--- src/rtl/branch_sequencer_if.sv ---
// Sequencer-to-datapath bundle: decoder/ALU/memory inputs and sequencer strobes.
// pc_fault exists only when PC_BOUNDS_CHECK_EN is defined.
interface branch_sequencer_if #(
  parameter int unsigned PC_WIDTH = 32
) ();
  logic [1:0]          branch;
  logic [5:0]          function_code;
  logic                is_halt;
  logic                is_mem;
  logic                is_load;
  logic                wb_req;
  logic                flag_update;
  logic                alu_neg;
  logic                alu_zero;
  logic                alu_carry;
  logic [PC_WIDTH-1:0] reg1_value;
  logic [PC_WIDTH-1:0] branch_address;
  logic                mem_ready;

  logic [PC_WIDTH-1:0] pc;
  logic                ir_load;
  logic                alu_en;
  logic                mem_req;
  logic                reg_write;
  logic                link_write;
  logic [4:0]          link_addr;
  logic [PC_WIDTH-1:0] link_data;
  logic                flag_n;
  logic                flag_z;
  logic                flag_c;
  logic                retire;
  logic                halted;
  logic [31:0]         instr_count;
`ifdef PC_BOUNDS_CHECK_EN
  logic                pc_fault;
`endif

  modport master (
    input  branch, function_code, is_halt, is_mem, is_load, wb_req, flag_update,
           alu_neg, alu_zero, alu_carry, reg1_value, branch_address, mem_ready,
    output pc, ir_load, alu_en, mem_req, reg_write, link_write, link_addr, link_data,
           flag_n, flag_z, flag_c, retire, halted, instr_count
`ifdef PC_BOUNDS_CHECK_EN
    , output pc_fault
`endif
  );

  modport slave (
    output branch, function_code, is_halt, is_mem, is_load, wb_req, flag_update,
           alu_neg, alu_zero, alu_carry, reg1_value, branch_address, mem_ready,
    input  pc, ir_load, alu_en, mem_req, reg_write, link_write, link_addr, link_data,
           flag_n, flag_z, flag_c, retire, halted, instr_count
`ifdef PC_BOUNDS_CHECK_EN
    , input pc_fault
`endif
  );
endinterface

--- src/rtl/branch_sequencer.sv ---
// Multi-cycle FETCH/DECODE/EXEC/MEM/WB sequencer owning the PC and N/Z/C flags.
// Define PC_BOUNDS_CHECK_EN to add IMEM_DEPTH and the sticky pc_fault halt.
module branch_sequencer #(
  parameter int unsigned         PC_WIDTH = 32,
  parameter logic [PC_WIDTH-1:0] RESET_PC = '0,
  parameter int unsigned         LINK_REG = 31
`ifdef PC_BOUNDS_CHECK_EN
  , parameter int unsigned       IMEM_DEPTH = 1024
`endif
) (
  input  logic                clk_i,
  input  logic                rst_ni,
  branch_sequencer_if.master  bus
);

  typedef enum logic [2:0] {StFetch, StDecode, StExec, StMem, StWb, StHalt} state_e;

  state_e              state_q, state_d;
  logic [PC_WIDTH-1:0] pc_q, pc_d, pc_inc, br_target, next_pc;
  logic [2:0]          flags_q, flags_d;  // {n, z, c}
  logic [31:0]         cnt_q, cnt_d;
  logic                taken, is_branch, commit;
  logic                ir_load, alu_en, mem_req, reg_write, link_write, retire;
`ifdef PC_BOUNDS_CHECK_EN
  logic                fault_q, fault_d;
`endif

  assign pc_inc    = pc_q + 1'b1;
  assign is_branch = (bus.branch != 2'b00);

  // Conditions use flags_q, i.e. the value before any update in this EXEC cycle.
  always_comb begin
    taken     = 1'b0;
    br_target = bus.branch_address;
    case (bus.branch)
      2'b01: begin
        case (bus.function_code)
          6'd0: begin
            taken     = 1'b1;
            br_target = bus.reg1_value;
          end
          6'd1:    taken = flags_q[2];
          6'd2:    taken = flags_q[1];
          6'd3:    taken = !flags_q[1];
          default: taken = 1'b0;
        endcase
      end
      2'b10: begin
        case (bus.function_code)
          6'd0:    taken = 1'b1;
          6'd1:    taken = flags_q[0];
          6'd2:    taken = !flags_q[0];
          default: taken = 1'b0;
        endcase
      end
      2'b11:   taken = 1'b1;
      default: taken = 1'b0;
    endcase
    next_pc = taken ? br_target : pc_inc;
  end

  always_comb begin
    state_d    = state_q;
    pc_d       = pc_q;
    flags_d    = flags_q;
    commit     = 1'b0;
    retire     = 1'b0;
    ir_load    = 1'b0;
    alu_en     = 1'b0;
    mem_req    = 1'b0;
    reg_write  = 1'b0;
    link_write = 1'b0;
`ifdef PC_BOUNDS_CHECK_EN
    fault_d    = fault_q;
`endif
    case (state_q)
      StFetch: begin
        ir_load = 1'b1;
        state_d = StDecode;
      end
      StDecode: state_d = bus.is_halt ? StHalt : StExec;
      StExec: begin
        alu_en = 1'b1;
        if (bus.flag_update) flags_d = {bus.alu_neg, bus.alu_zero, bus.alu_carry};
        if (is_branch) begin
          link_write = (bus.branch == 2'b11);
          commit     = 1'b1;
        end else if (bus.is_mem) begin
          state_d = StMem;
        end else if (bus.wb_req) begin
          state_d = StWb;
        end else begin
          commit = 1'b1;
        end
      end
      StMem: begin
        mem_req = 1'b1;
        if (bus.mem_ready) begin
          if (bus.is_load) state_d = StWb;
          else             commit  = 1'b1;
        end
      end
      StWb: begin
        reg_write = 1'b1;
        commit    = 1'b1;
      end
      StHalt:  state_d = StHalt;
      default: state_d = StFetch;
    endcase

    if (commit) begin
`ifdef PC_BOUNDS_CHECK_EN
      // An out-of-range target halts the core without moving the PC or retiring.
      if ({1'b0, next_pc} >= (PC_WIDTH+1)'(IMEM_DEPTH)) begin
        fault_d = 1'b1;
        state_d = StHalt;
      end else begin
        pc_d    = next_pc;
        retire  = 1'b1;
        state_d = StFetch;
      end
`else
      pc_d    = next_pc;
      retire  = 1'b1;
      state_d = StFetch;
`endif
    end
    cnt_d = cnt_q + 32'(retire);
  end

  always_ff @(posedge clk_i or negedge rst_ni) begin
    if (!rst_ni) begin
      state_q <= StFetch;
      pc_q    <= RESET_PC;
      flags_q <= 3'b000;
      cnt_q   <= 32'd0;
`ifdef PC_BOUNDS_CHECK_EN
      fault_q <= 1'b0;
`endif
    end else begin
      state_q <= state_d;
      pc_q    <= pc_d;
      flags_q <= flags_d;
      cnt_q   <= cnt_d;
`ifdef PC_BOUNDS_CHECK_EN
      fault_q <= fault_d;
`endif
    end
  end

  // Strobes are gated by reset so nothing fires while reset is held in FETCH.
  assign bus.pc          = pc_q;
  assign bus.ir_load     = ir_load & rst_ni;
  assign bus.alu_en      = alu_en & rst_ni;
  assign bus.mem_req     = mem_req & rst_ni;
  assign bus.reg_write   = reg_write & rst_ni;
  assign bus.link_write  = link_write & rst_ni;
  assign bus.retire      = retire & rst_ni;
  assign bus.link_addr   = 5'(LINK_REG);
  assign bus.link_data   = pc_inc;
  assign bus.flag_n      = flags_q[2];
  assign bus.flag_z      = flags_q[1];
  assign bus.flag_c      = flags_q[0];
  assign bus.halted      = (state_q == StHalt);
  assign bus.instr_count = cnt_q;
`ifdef PC_BOUNDS_CHECK_EN
  assign bus.pc_fault    = fault_q;
`endif

endmodule

--- src/flat_wrapper.sv ---
// flat-port wrapper written by rule: the top's interface ports become plain ports
module branch_sequencer_flat 
#(
  parameter int unsigned         PC_WIDTH = 32,
  parameter logic [PC_WIDTH-1:0] RESET_PC = '0,
  parameter int unsigned         LINK_REG = 31

)
  (clk_i, rst_ni, bus_branch, bus_function_code, bus_is_halt, bus_is_mem, bus_is_load, bus_wb_req, bus_flag_update, bus_alu_neg, bus_alu_zero, bus_alu_carry, bus_reg1_value, bus_branch_address, bus_mem_ready, bus_pc, bus_ir_load, bus_alu_en, bus_mem_req, bus_reg_write, bus_link_write, bus_link_addr, bus_link_data, bus_flag_n, bus_flag_z, bus_flag_c, bus_retire, bus_halted, bus_instr_count);
  branch_sequencer_if #(.PC_WIDTH(PC_WIDTH)) bus_i ();
  input  logic clk_i;
  input  logic rst_ni;
  input wire logic [$bits(bus_i.branch)-1:0] bus_branch;
  input wire logic [$bits(bus_i.function_code)-1:0] bus_function_code;
  input wire logic [$bits(bus_i.is_halt)-1:0] bus_is_halt;
  input wire logic [$bits(bus_i.is_mem)-1:0] bus_is_mem;
  input wire logic [$bits(bus_i.is_load)-1:0] bus_is_load;
  input wire logic [$bits(bus_i.wb_req)-1:0] bus_wb_req;
  input wire logic [$bits(bus_i.flag_update)-1:0] bus_flag_update;
  input wire logic [$bits(bus_i.alu_neg)-1:0] bus_alu_neg;
  input wire logic [$bits(bus_i.alu_zero)-1:0] bus_alu_zero;
  input wire logic [$bits(bus_i.alu_carry)-1:0] bus_alu_carry;
  input wire logic [$bits(bus_i.reg1_value)-1:0] bus_reg1_value;
  input wire logic [$bits(bus_i.branch_address)-1:0] bus_branch_address;
  input wire logic [$bits(bus_i.mem_ready)-1:0] bus_mem_ready;
  output wire logic [$bits(bus_i.pc)-1:0] bus_pc;
  output wire logic [$bits(bus_i.ir_load)-1:0] bus_ir_load;
  output wire logic [$bits(bus_i.alu_en)-1:0] bus_alu_en;
  output wire logic [$bits(bus_i.mem_req)-1:0] bus_mem_req;
  output wire logic [$bits(bus_i.reg_write)-1:0] bus_reg_write;
  output wire logic [$bits(bus_i.link_write)-1:0] bus_link_write;
  output wire logic [$bits(bus_i.link_addr)-1:0] bus_link_addr;
  output wire logic [$bits(bus_i.link_data)-1:0] bus_link_data;
  output wire logic [$bits(bus_i.flag_n)-1:0] bus_flag_n;
  output wire logic [$bits(bus_i.flag_z)-1:0] bus_flag_z;
  output wire logic [$bits(bus_i.flag_c)-1:0] bus_flag_c;
  output wire logic [$bits(bus_i.retire)-1:0] bus_retire;
  output wire logic [$bits(bus_i.halted)-1:0] bus_halted;
  output wire logic [$bits(bus_i.instr_count)-1:0] bus_instr_count;
  assign bus_i.branch = bus_branch;
  assign bus_i.function_code = bus_function_code;
  assign bus_i.is_halt = bus_is_halt;
  assign bus_i.is_mem = bus_is_mem;
  assign bus_i.is_load = bus_is_load;
  assign bus_i.wb_req = bus_wb_req;
  assign bus_i.flag_update = bus_flag_update;
  assign bus_i.alu_neg = bus_alu_neg;
  assign bus_i.alu_zero = bus_alu_zero;
  assign bus_i.alu_carry = bus_alu_carry;
  assign bus_i.reg1_value = bus_reg1_value;
  assign bus_i.branch_address = bus_branch_address;
  assign bus_i.mem_ready = bus_mem_ready;
  assign bus_pc = bus_i.pc;
  assign bus_ir_load = bus_i.ir_load;
  assign bus_alu_en = bus_i.alu_en;
  assign bus_mem_req = bus_i.mem_req;
  assign bus_reg_write = bus_i.reg_write;
  assign bus_link_write = bus_i.link_write;
  assign bus_link_addr = bus_i.link_addr;
  assign bus_link_data = bus_i.link_data;
  assign bus_flag_n = bus_i.flag_n;
  assign bus_flag_z = bus_i.flag_z;
  assign bus_flag_c = bus_i.flag_c;
  assign bus_retire = bus_i.retire;
  assign bus_halted = bus_i.halted;
  assign bus_instr_count = bus_i.instr_count;
  branch_sequencer #(.PC_WIDTH(PC_WIDTH), .RESET_PC(RESET_PC), .LINK_REG(LINK_REG)) u_core (.clk_i(clk_i), .rst_ni(rst_ni), .bus(bus_i));
endmodule
--- config.mk ---
export PLATFORM = sky130hd
export DESIGN_NAME = branch_sequencer_flat
export DESIGN_NICKNAME = d
export VERILOG_FILES = /design/src/rtl/branch_sequencer_if.sv /design/src/rtl/branch_sequencer.sv /design/src/flat_wrapper.sv
export SDC_FILE = /design/constraint.sdc
export NUM_CORES = 1
export LEC_CHECK = 0
export ABC_AREA = 1
export CORE_MARGIN = 5
export CORE_UTILIZATION = 45
export DETAILED_ROUTE_END_ITERATION = 12
export GPL_ROUTABILITY_DRIVEN = 0
export MAX_ROUTING_LAYER = met4
export PLACE_DENSITY = 0.84
export SLEW_MARGIN = 20
export SYNTH_ARGS = -nofsm -noshare
export SYNTH_HDL_FRONTEND = slang
export SYNTH_SLANG_ARGS = --single-unit
--- constraint.sdc ---
create_clock -name clk_i -period 7.5 [get_ports clk_i]
set_clock_uncertainty 0.1 [all_clocks]
set_input_delay 1.875 -clock clk_i [delete_from_list [all_inputs] [get_ports clk_i]]
set_output_delay 1.875 -clock clk_i [all_outputs]
set_load 0.01 [all_outputs]
---- Yosys cells after proc, flatten, opt, wreduce, memory -nomap -nowiden ----
Index checks and enable logic that the tools add are counted.
W data, S select, Z words.
cells by class
  bitwise logic cells ..................... 6
  $add $sub $neg .......................... 2
  multiplexer cells ....................... 27
  reductions and logical operators ........ 7
  eq/ne operators ......................... 16
operators with widths
  operator                 count
  $mux W32                 3
  $add A32 B1 Y32          1
  $add A32 B1 Y32 const B  1
  $mux W3                  7
  $pmux W3 S6              1
  $eq A6 B2 Y1 const B     2
  $mux W1                  12
  $pmux W1 S3              3
  $and A1 B1 Y1            6
  $eq A3 B2 Y1 const B     2
  $eq A3 B3 Y1 const B     2
  $eq A6 B1 Y1 const B     1
  $logic_not A6 Y1         1
  $ne A3 B2 Y1 const B     2
  $reduce_and A5 Y1        1
  $eq A2 B2 Y1 const B     2
  $ne A4 B3 Y1 const B     1
  $pmux W1 S4              1
  $eq A3 B1 Y1 const B     1
  $logic_not A3 Y1         1
  $ne A3 B3 Y1 const B     1
  $eq A2 B1 Y1 const B     1
  $logic_not A1 Y1         2
  $ne A2 B1 Y1 const B     1
  2 further kinds          2
storage, ports and cells
  register bits ........................... 70
  word-level logic and storage cells ...... 62
  input bits .............................. 83
  output and inout port bits .............. 111

---- Logic depth before layout (Yosys ltp) ----
Gate-level depths: netlist (run 1).
  depth after elaboration ................. 6
  mapped depth ............................ 14
  mapped depth without buffers ............ 13

---- Least setup slack after synthesis (run 1) ----
OpenSTA, ideal clock, no wires.
  path kind ............................... input-to-output
  start point ............................. in bus_wb_req
  end point ............................... out bus_retire
  stages on the path ...................... 6
  buffers on the path ..................... 1
  data required time ...................... 5.525 ns
  slack ................................... 2.891 ns
  arrival time ............................ 2.634 ns
  path through ............................ o211ai_1 > nand2_1 > nand3_4 > inv_2 > buf_2 > nor2_1
on the way
  cells in the longest elaborated chain, start to end .. 6
ends and longest elaborated chain
  what             line                     RTL
  start, declared  flat_wrapper.sv:18       input wire logic [$bits(bus_i.wb_req)-1:0] bus_wb_req;
  $mux W1          branch_sequencer.sv:90   end else if (bus.wb_req) begin
  $mux W1          branch_sequencer.sv:88   end else if (bus.is_mem) begin
  $mux W1          branch_sequencer.sv:85   if (is_branch) begin
  $pmux W1 S3      branch_sequencer.sv:76   case (state_q)
  $mux W1          branch_sequencer.sv:111  if (commit) begin
  $and A1 B1 Y1    branch_sequencer.sv:158  assign bus.retire = retire & rst_ni;
  end, declared    flat_wrapper.sv:37       output wire logic [$bits(bus_i.retire)-1:0] bus_retire;
Every way passes these cells.

---- Final worst setup path (run 1) ----
  start point ............................. in bus_branch[1]
  end point ............................... out bus_retire
on the way
  cells in the longest elaborated chain, start to end .. 5
ends and longest elaborated chain
  what                line                     RTL
  start, declared     flat_wrapper.sv:13       input wire logic [$bits(bus_i.branch)-1:0] bus_branch;
  $reduce_bool A2 Y1  branch_sequencer.sv:29   assign is_branch = (bus.branch != 2'b00);
  $mux W1             branch_sequencer.sv:85
  $pmux W1 S3         branch_sequencer.sv:76
  $mux W1             branch_sequencer.sv:111
  $and A1 B1 Y1       branch_sequencer.sv:158
Every way passes these cells.

==> results of run 1 <==
-- synthesized netlist by cell type, types with 3 or more instances --
cell / count
xor2_1: 23
nor2_4: 8
inv_2: 3
buf_6: 6
o21ai_0: 21
ha_1: 3
nor2_2: 10
or2_1: 13
nand4_1: 12
dfrtp_1: 70
nor3_1: 10
nand2_1: 306
nor3_2: 5
a21oi_1: 6
or2_2: 5
inv_1: 66
clkbuf_1: 3
nor4_1: 4
buf_2: 8
nand2_2: 8
nand3b_1: 9
xnor2_1: 19
buf_4: 8
nor2_1: 68
nand3_1: 68
-- sequential cells by signal, indices dropped and copies added (netlist names) --
name and count:
u_core.state_q 3, u_core.flags_q 3, u_core.bus.pc 32, u_core.bus.instr_count 32
-- layer usage --
metal | track usage, % | vias to the layer above | part of all wire (%)
met3 | 5.96 | 34 | 7.6
met2 | 39.1 | 218 | 48
li1 | - | 2804 | -
met5 | - | - | 0
met4 | 6.59 | 0 | 2.2
met1 | 30.0 | 2575 | 42
-- cell families (layout without fill, tap and decap cells) --
kind of cell             Yosys count  count (layout)
buffers and inverters             95             274
AND/OR/NAND/NOR                  534             534
other                              1               5
multiplexers                       1               1
adder cells (fa/ha/maj)            3               3
flip-flops                        70              70
AO/OA/AOI/OAI                     32              32
XOR/XNOR                          42              42
-- metrics by stage --
| step | cells | hold slack, ns | instance area [sq um] | setup WS (ns) | power [mW] |
|---|---|---|---|---|---|
| 2_1_floorplan | 782 | 0.407 | 5250 | 2.89 | 1.13 |
| 3_3_place_gp | 1088 | 0.366 | 7120 | 1.30 | 1.64 |
| 3_5_place_dp | 1088 | 0.370 | 7120 | 1.30 | 1.66 |
| 4_1_cts | 1104 | 0.386 | 7410 | 1.28 | 2.08 |
| 5_1_grt | 1104 | 0.414 | 7410 | 1.10 | 2.21 |
| 6_report | 1104 | 0.391 | 7410 | 1.27 | 2.08 |
-- layout by cell type (no fill, tap or decap), types with 6 or more instances in the layout --
master,synthesis,final
clkbuf_16,0,9
nor3_1,10,10
nand2_1,306,306
clkdlybuf4s50_1,0,187
or2_1,13,13
nand4_1,12,12
nor2_2,10,10
nand3_1,68,68
a21oi_1,6,6
nor2_1,68,68
nor2_4,8,8
xnor2_1,19,19
nand3b_1,9,9
o21ai_0,21,21
xor2_1,23,23
nand2_2,8,8
dfrtp_1,70,70
inv_1,66,66
-- power breakdown --
| part | switching (mW) | internal (mW) | total (mW) |
|---|---|---|---|
| combinational | 0.513 | 0.504 | 1.02 |
| clock | 0.185 | 0.232 | 0.417 |
| sequential | 0.163 | 0.482 | 0.645 |
| total | 0.861 | 1.22 | 2.08 |
-- cell type report --
type	instances	area (sq um)
clock buffers	9	225
multi-input cells	617	3050
inverters	69	259
clock inverters	7	62.6
fillers	1056	4010
well taps	143	179
repair buffers	189	1890
flip-flops and latches	70	1750
-- worst paths after layout --
path	start	to	slack, ns	cells after the start
max	bus_branch[1]	bus_retire	1.27	8
min	u_core.bus.instr_count[31]$_DFF_PN0_	u_core.bus.instr_count[31]$_DFF_PN0_	0.39	1
max reg2reg	u_core.state_q[2]$_DFFE_PN0P_	u_core.bus.instr_count[30]$_DFF_PN0_	4.40	13
min reg2reg	u_core.bus.instr_count[31]$_DFF_PN0_	u_core.bus.instr_count[31]$_DFF_PN0_	0.39	1
max in group asynchronous	rst_ni	u_core.bus.instr_count[8]$_DFF_PN0_	5.01	2
min in group asynchronous	rst_ni	u_core.bus.pc[7]$_DFFE_PN0N_	1.68	2
==> reports/qor.yml, run 1 <==
floorplanning:
  core_sq_um: 11400
  start_util_pct: 45.8
  ios: 194
  die_area_sq_um: 13900
  die_x_microns: 118
  die_h_microns: 118
  rows: 39
global_routing:
  overflow: 0
  grt_first_pass_wirelength_microns: 27400
  antenna_found_initial: 0
  grt_usage_pct: 24.0
  grt_max_degree: 71
  grt_pass1_vias: 5440
timing:
  setup_viol: 0
  setup_tns_ns: 0
  tightest_slew_ns: 0.985
  rsz0062_at_grt: "no"
  fmax_mhz: 161
  relSlewSlack_pct: 34.3
  fin_crit_ns: 6.23
  fin_crit_sh_pct: 83.0
  hold_viol: 0
  drv_slew: 0
final_layout:
  num-nets-final: 1042
  syn_to_final_growth_pct: 41.6
  layout-drive-gt1-share_pct: 6.87
  antennaDiodeCount: 0
  fin_util_pct: 64.9
critical_path:
  cpMaxStageDelayCell: "inv_2"
  crit_path_end_kind: "primary output"
  cp-start-kind: "primary input"
  worstSetupPathType: "in2out"
  path_common_cell: "clkdlybuf4s50_1"
  required_ns: 5.53
  cp_data_arrival_time_ns: 4.25
  cp_cell_sequence: "clkdlybuf4s50_1, inv_1, o211ai_1, nand2_1, nand3_4, inv_2, nor2_1, clkdlybuf4s50_1"
  path_buf_inv: 4
  cp_slowest_stage_delay_ns: 0.61
  cp_top_family: "buffers and inverters"
  worstPathMaxFanout: 37
synth:
  async_flop_share_pct: 100
  yosys.area_share.simple_pct: 46.7
  synth.top_cell.area_share_pct: 33.5
  ys_seq_area_share_pct: 33.5
  synth_mux_area_share_pct: 0.215
  synth_area_leaders: "dfrtp_1 (33%), nand2_1 (22%), nand3_1 (6.5%), nor2_1 (4.9%), inv_1 (4.7%)"
  syn_area_per_cell_sq_um: 6.73
  synth_cells: 778
  yosys.area_share.adder_pct: 0.717
  synth-main-ff-cell: "dfrtp_1"
  synth_edf_count: 0
  ys_types: 37
  yosysTopAreaCell: "dfrtp_1"
  synth-seq-cells: 70
  synth_top_family_by_area: "simple AND/OR/NAND/NOR gates"
  synth_xor_area_share_pct: 7.03
  syn_area_sq_um: 5240
  synth-compound-area-share_pct: 3.23
  ys_warn_count: 0
clock_tree:
  cts_hold_buffers: 0
  ctsLongestPathBuffers: 2
  tritoncts: "built"
  cts_setup_buffers: 0
  cts_root_buf: "clkbuf_16"
  htreeDepth: 3
  path_clk_slew_ns: 0.07
  insertion_delay_ns: 0.34
  cts_buffers: 9
  cts_resized: 0
  cts.sinks: 70
route:
  wl_per_cell_microns: 15.0
  totalWireLength_microns: 16500
  drt_iter0_drc: 351
  vias: 5631
  drc: 0
  vias_per_cell: 5.10
  firstDrtPassIters: 5
  ant_nets: 0
job:
  cap_violations: 0
run_status:
  outcome: "complete, no violations"
place:
  portBuffers: 188
  dp_hpwl_microns: 12700
pwr:
  p_leak_nw: 3.34
  powerDensity_nw_per_um2: 281
  vdd.ir_drop.worst_v: 0.000196
worst_hold_path:
  hp-class: "reg2reg"
Note: power is estimated with default switching activity, not from simulation.
==> inputs of run 2 (changes only) <==
CORE_UTILIZATION = 41   (was 45)
PLACE_DENSITY = 0.81   (was 0.84)
clock period = 5.5 ns   (was 7.5 ns; I/O delays follow)
==> run 2 against run 1 <==
Die area increased by 8.9%. Largest power group unchanged. Cell count up 3.2%. Register-to-register slack lost 2.1 ns. Utilization shrank 5.3 points. Critical path depth did not move. Sequential share of layout area is 0.24 points lower. Highest routed layer unchanged. Via count down 1.3%. Routed wire length up 2.7%. Non-clock buffer count up 5.
==> reports/qor.yml, run 2 (same netlist as run 1, synthesis figures left out) <==
critical_path:
  worstSetupPathType: "in2out"
  cp_cell_sequence: "clkdlybuf4s50_1, inv_1, o211ai_1, nand2_1, nand3_4, inv_2, nor2_1, clkdlybuf4s50_1"
  cp-start-kind: "primary input"
  crit_path_end_kind: "primary output"
  cp_top_family: "buffers and inverters"
  cp_slowest_stage_delay_ns: 0.55  # -0.06 ns
  cpMaxStageDelayCell: "clkdlybuf4s50_1"
  worstPathMaxFanout: 3  # -92%
  path_common_cell: "clkdlybuf4s50_1"
  path_buf_inv: 4  # unchanged
  required_ns: 4.03  # -1.50 ns
  cp_data_arrival_time_ns: 2.93  # -1.32 ns
timing:
  rsz0062_at_grt: "no"
  fin_crit_ns: 4.40
  setup_tns_ns: 0  # unchanged
  hold_viol: 0  # unchanged
  drv_slew: 0  # unchanged
  setup_viol: 0  # unchanged
  tightest_slew_ns: 0.762  # -0.223 ns
  relSlewSlack_pct: 49.2  # +15 points
  setup_ws_ns: 1.10  # -0.177 ns
  fmax_mhz: 227
  fin_crit_sh_pct: 80.0
place:
  portBuffers: 188  # unchanged
  place_ws_ns: 1.09  # -0.209 ns
  postPlaceCellArea_sq_um: 7200  # +1.0%
  dp_hpwl_microns: 13300  # +4.6%
floorplanning:
  ios: 194  # unchanged
  die_h_microns: 123  # +4.4%
  start_util_pct: 41.7  # -4.2 points
  die_area_sq_um: 15100  # +8.9%
  core_sq_um: 12600  # +10%
  rows: 41  # +5.1%
  die_x_microns: 123  # +4.4%
clock_tree:
  ctsLongestPathBuffers: 2  # unchanged
  insertion_delay_ns: 0.33  # about the same
  cts_root_buf: "clkbuf_16"
  htreeDepth: 3  # unchanged
  cts_resized: 0  # unchanged
  cts.sinks: 70  # unchanged
  path_clk_slew_ns: 0.07  # about the same
  cts_buffers: 9  # unchanged
  cts_setup_buffers: 0  # unchanged
  tritoncts: "built"
  cts_hold_buffers: 0  # unchanged
global_routing:
  antenna_found_initial: 1  # +1
  grt_usage_pct: 23.4  # -0.63 points
  overflow: 0  # unchanged
  grt_max_degree: 44  # -38%
  grt_first_pass_wirelength_microns: 27400  # -0.20%
  grt_pass1_vias: 5594  # +2.8%
route:
  firstDrtPassIters: 5  # unchanged
  ant_nets: 0  # unchanged
  vias: 5560  # -1.3%
  drc: 0  # unchanged
  drt_iter0_drc: 313  # -11%
  vias_per_cell: 4.88  # -4.3%
  wl_per_cell_microns: 14.9  # -0.44%
  totalWireLength_microns: 17000  # +2.7%
final_layout:
  layout_commonest_cell: "nand2_1"
  fin_util_pct: 59.6  # -5.3 points
  mostFrequentLayoutCells: "nand2_1 (306), clkdlybuf4s50_1 (187), dfrtp_1 (70)"
  num-nets-final: 1047  # +0.48%
  design_area_sq_um: 7490  # +1.0%
  nFillCells: 1178  # +12%
  layout-drive-gt1-share_pct: 7.35  # +0.48 points
  syn_to_final_growth_pct: 43.0
pwr:
  sw_frac_of_total_pct: 41.2  # -0.27 points
  clkPwrFrac_pct: 19.9  # about the same
  combPwrFrac_pct: 49.4  # +0.5 points
  p_leak_nw: 3.37  # +0.70%
  vdd.ir_drop.worst_v: 0.000162  # -17%
  powerDensity_nw_per_um2: 379  # +35%
  intPower_mw: 1.67  # +37%
  p_sw_mw: 1.17  # +36%
  seq_power_share_pct: 30.6  # -0.4 points
worst_hold_path:
  hp-class: "reg2reg"
job:
  cap_violations: 0  # unchanged
run_status:
  outcome: "complete, no violations"
[run 2: metal layers]
layer	vias to the layer above	routed length, microns	GRT usage [%]	share of wire [%]
met5	-	0	-	0
met4	0	254	5.95	1.5
met3	22	1190	5.49	7.0
met2	188	8490	40.3	50
met1	2540	7060	27.7	42
li1	2810	-	-	-
[run 2: path summary, 6_finish.rpt]
check	slack, ns	depth (start not counted)	startpoint	end
hold / removal	0.41	1	u_core.bus.instr_count[30]$_DFF_PN0_	u_core.bus.instr_count[30]$_DFF_PN0_
setup reg to reg	2.33	14	u_core.state_q[2]$_DFFE_PN0P_	u_core.bus.instr_count[24]$_DFF_PN0_
min in group asynchronous	0.87	1	rst_ni	u_core.bus.pc[16]$_DFFE_PN0N_
setup / recovery	1.10	8	bus_branch[1]	bus_retire
hold reg to reg	0.41	1	u_core.bus.instr_count[30]$_DFF_PN0_	u_core.bus.instr_count[30]$_DFF_PN0_
max in group asynchronous	3.53	2	rst_ni	u_core.bus.instr_count[0]$_DFF_PN0_
[run 2: final cells by class]
type	count	area (sq um)	area share [%]
Multi-Input combinational cell	617	3050	40.7
Clock buffer	9	225	3.01
Tap cell	172	215	2.87
Timing Repair Buffer	194	1920	25.7
Antenna cell	1	2.50	0.0334
Sequential cell	70	1750	23.4
Clock inverter	7	62.6	0.836
Inverter	69	259	3.46
[run 2: power groups by stage]
stage	sequential (mW)	combinational, mW	clock, mW
after global routing	0.897	1.54	0.600
after floorplan	0.886	0.655	0
final	0.869	1.40	0.566
after detailed placement	0.872	1.41	0
after global placement	0.870	1.38	0
after CTS	0.866	1.41	0.576
[run 2: through the flow]
| step | std cells | power, mW | hold WS [ns] |
|---|---|---|---|
| 6_report | 1139 | 2.84 | 0.415 |
| 2_1_floorplan | 782 | 1.54 | 0.407 |
| 3_5_place_dp | 1122 | 2.28 | 0.395 |
| 4_1_cts | 1138 | 2.85 | 0.412 |
| 3_3_place_gp | 1122 | 2.25 | 0.389 |
| 5_1_grt | 1139 | 3.04 | 0.424 |
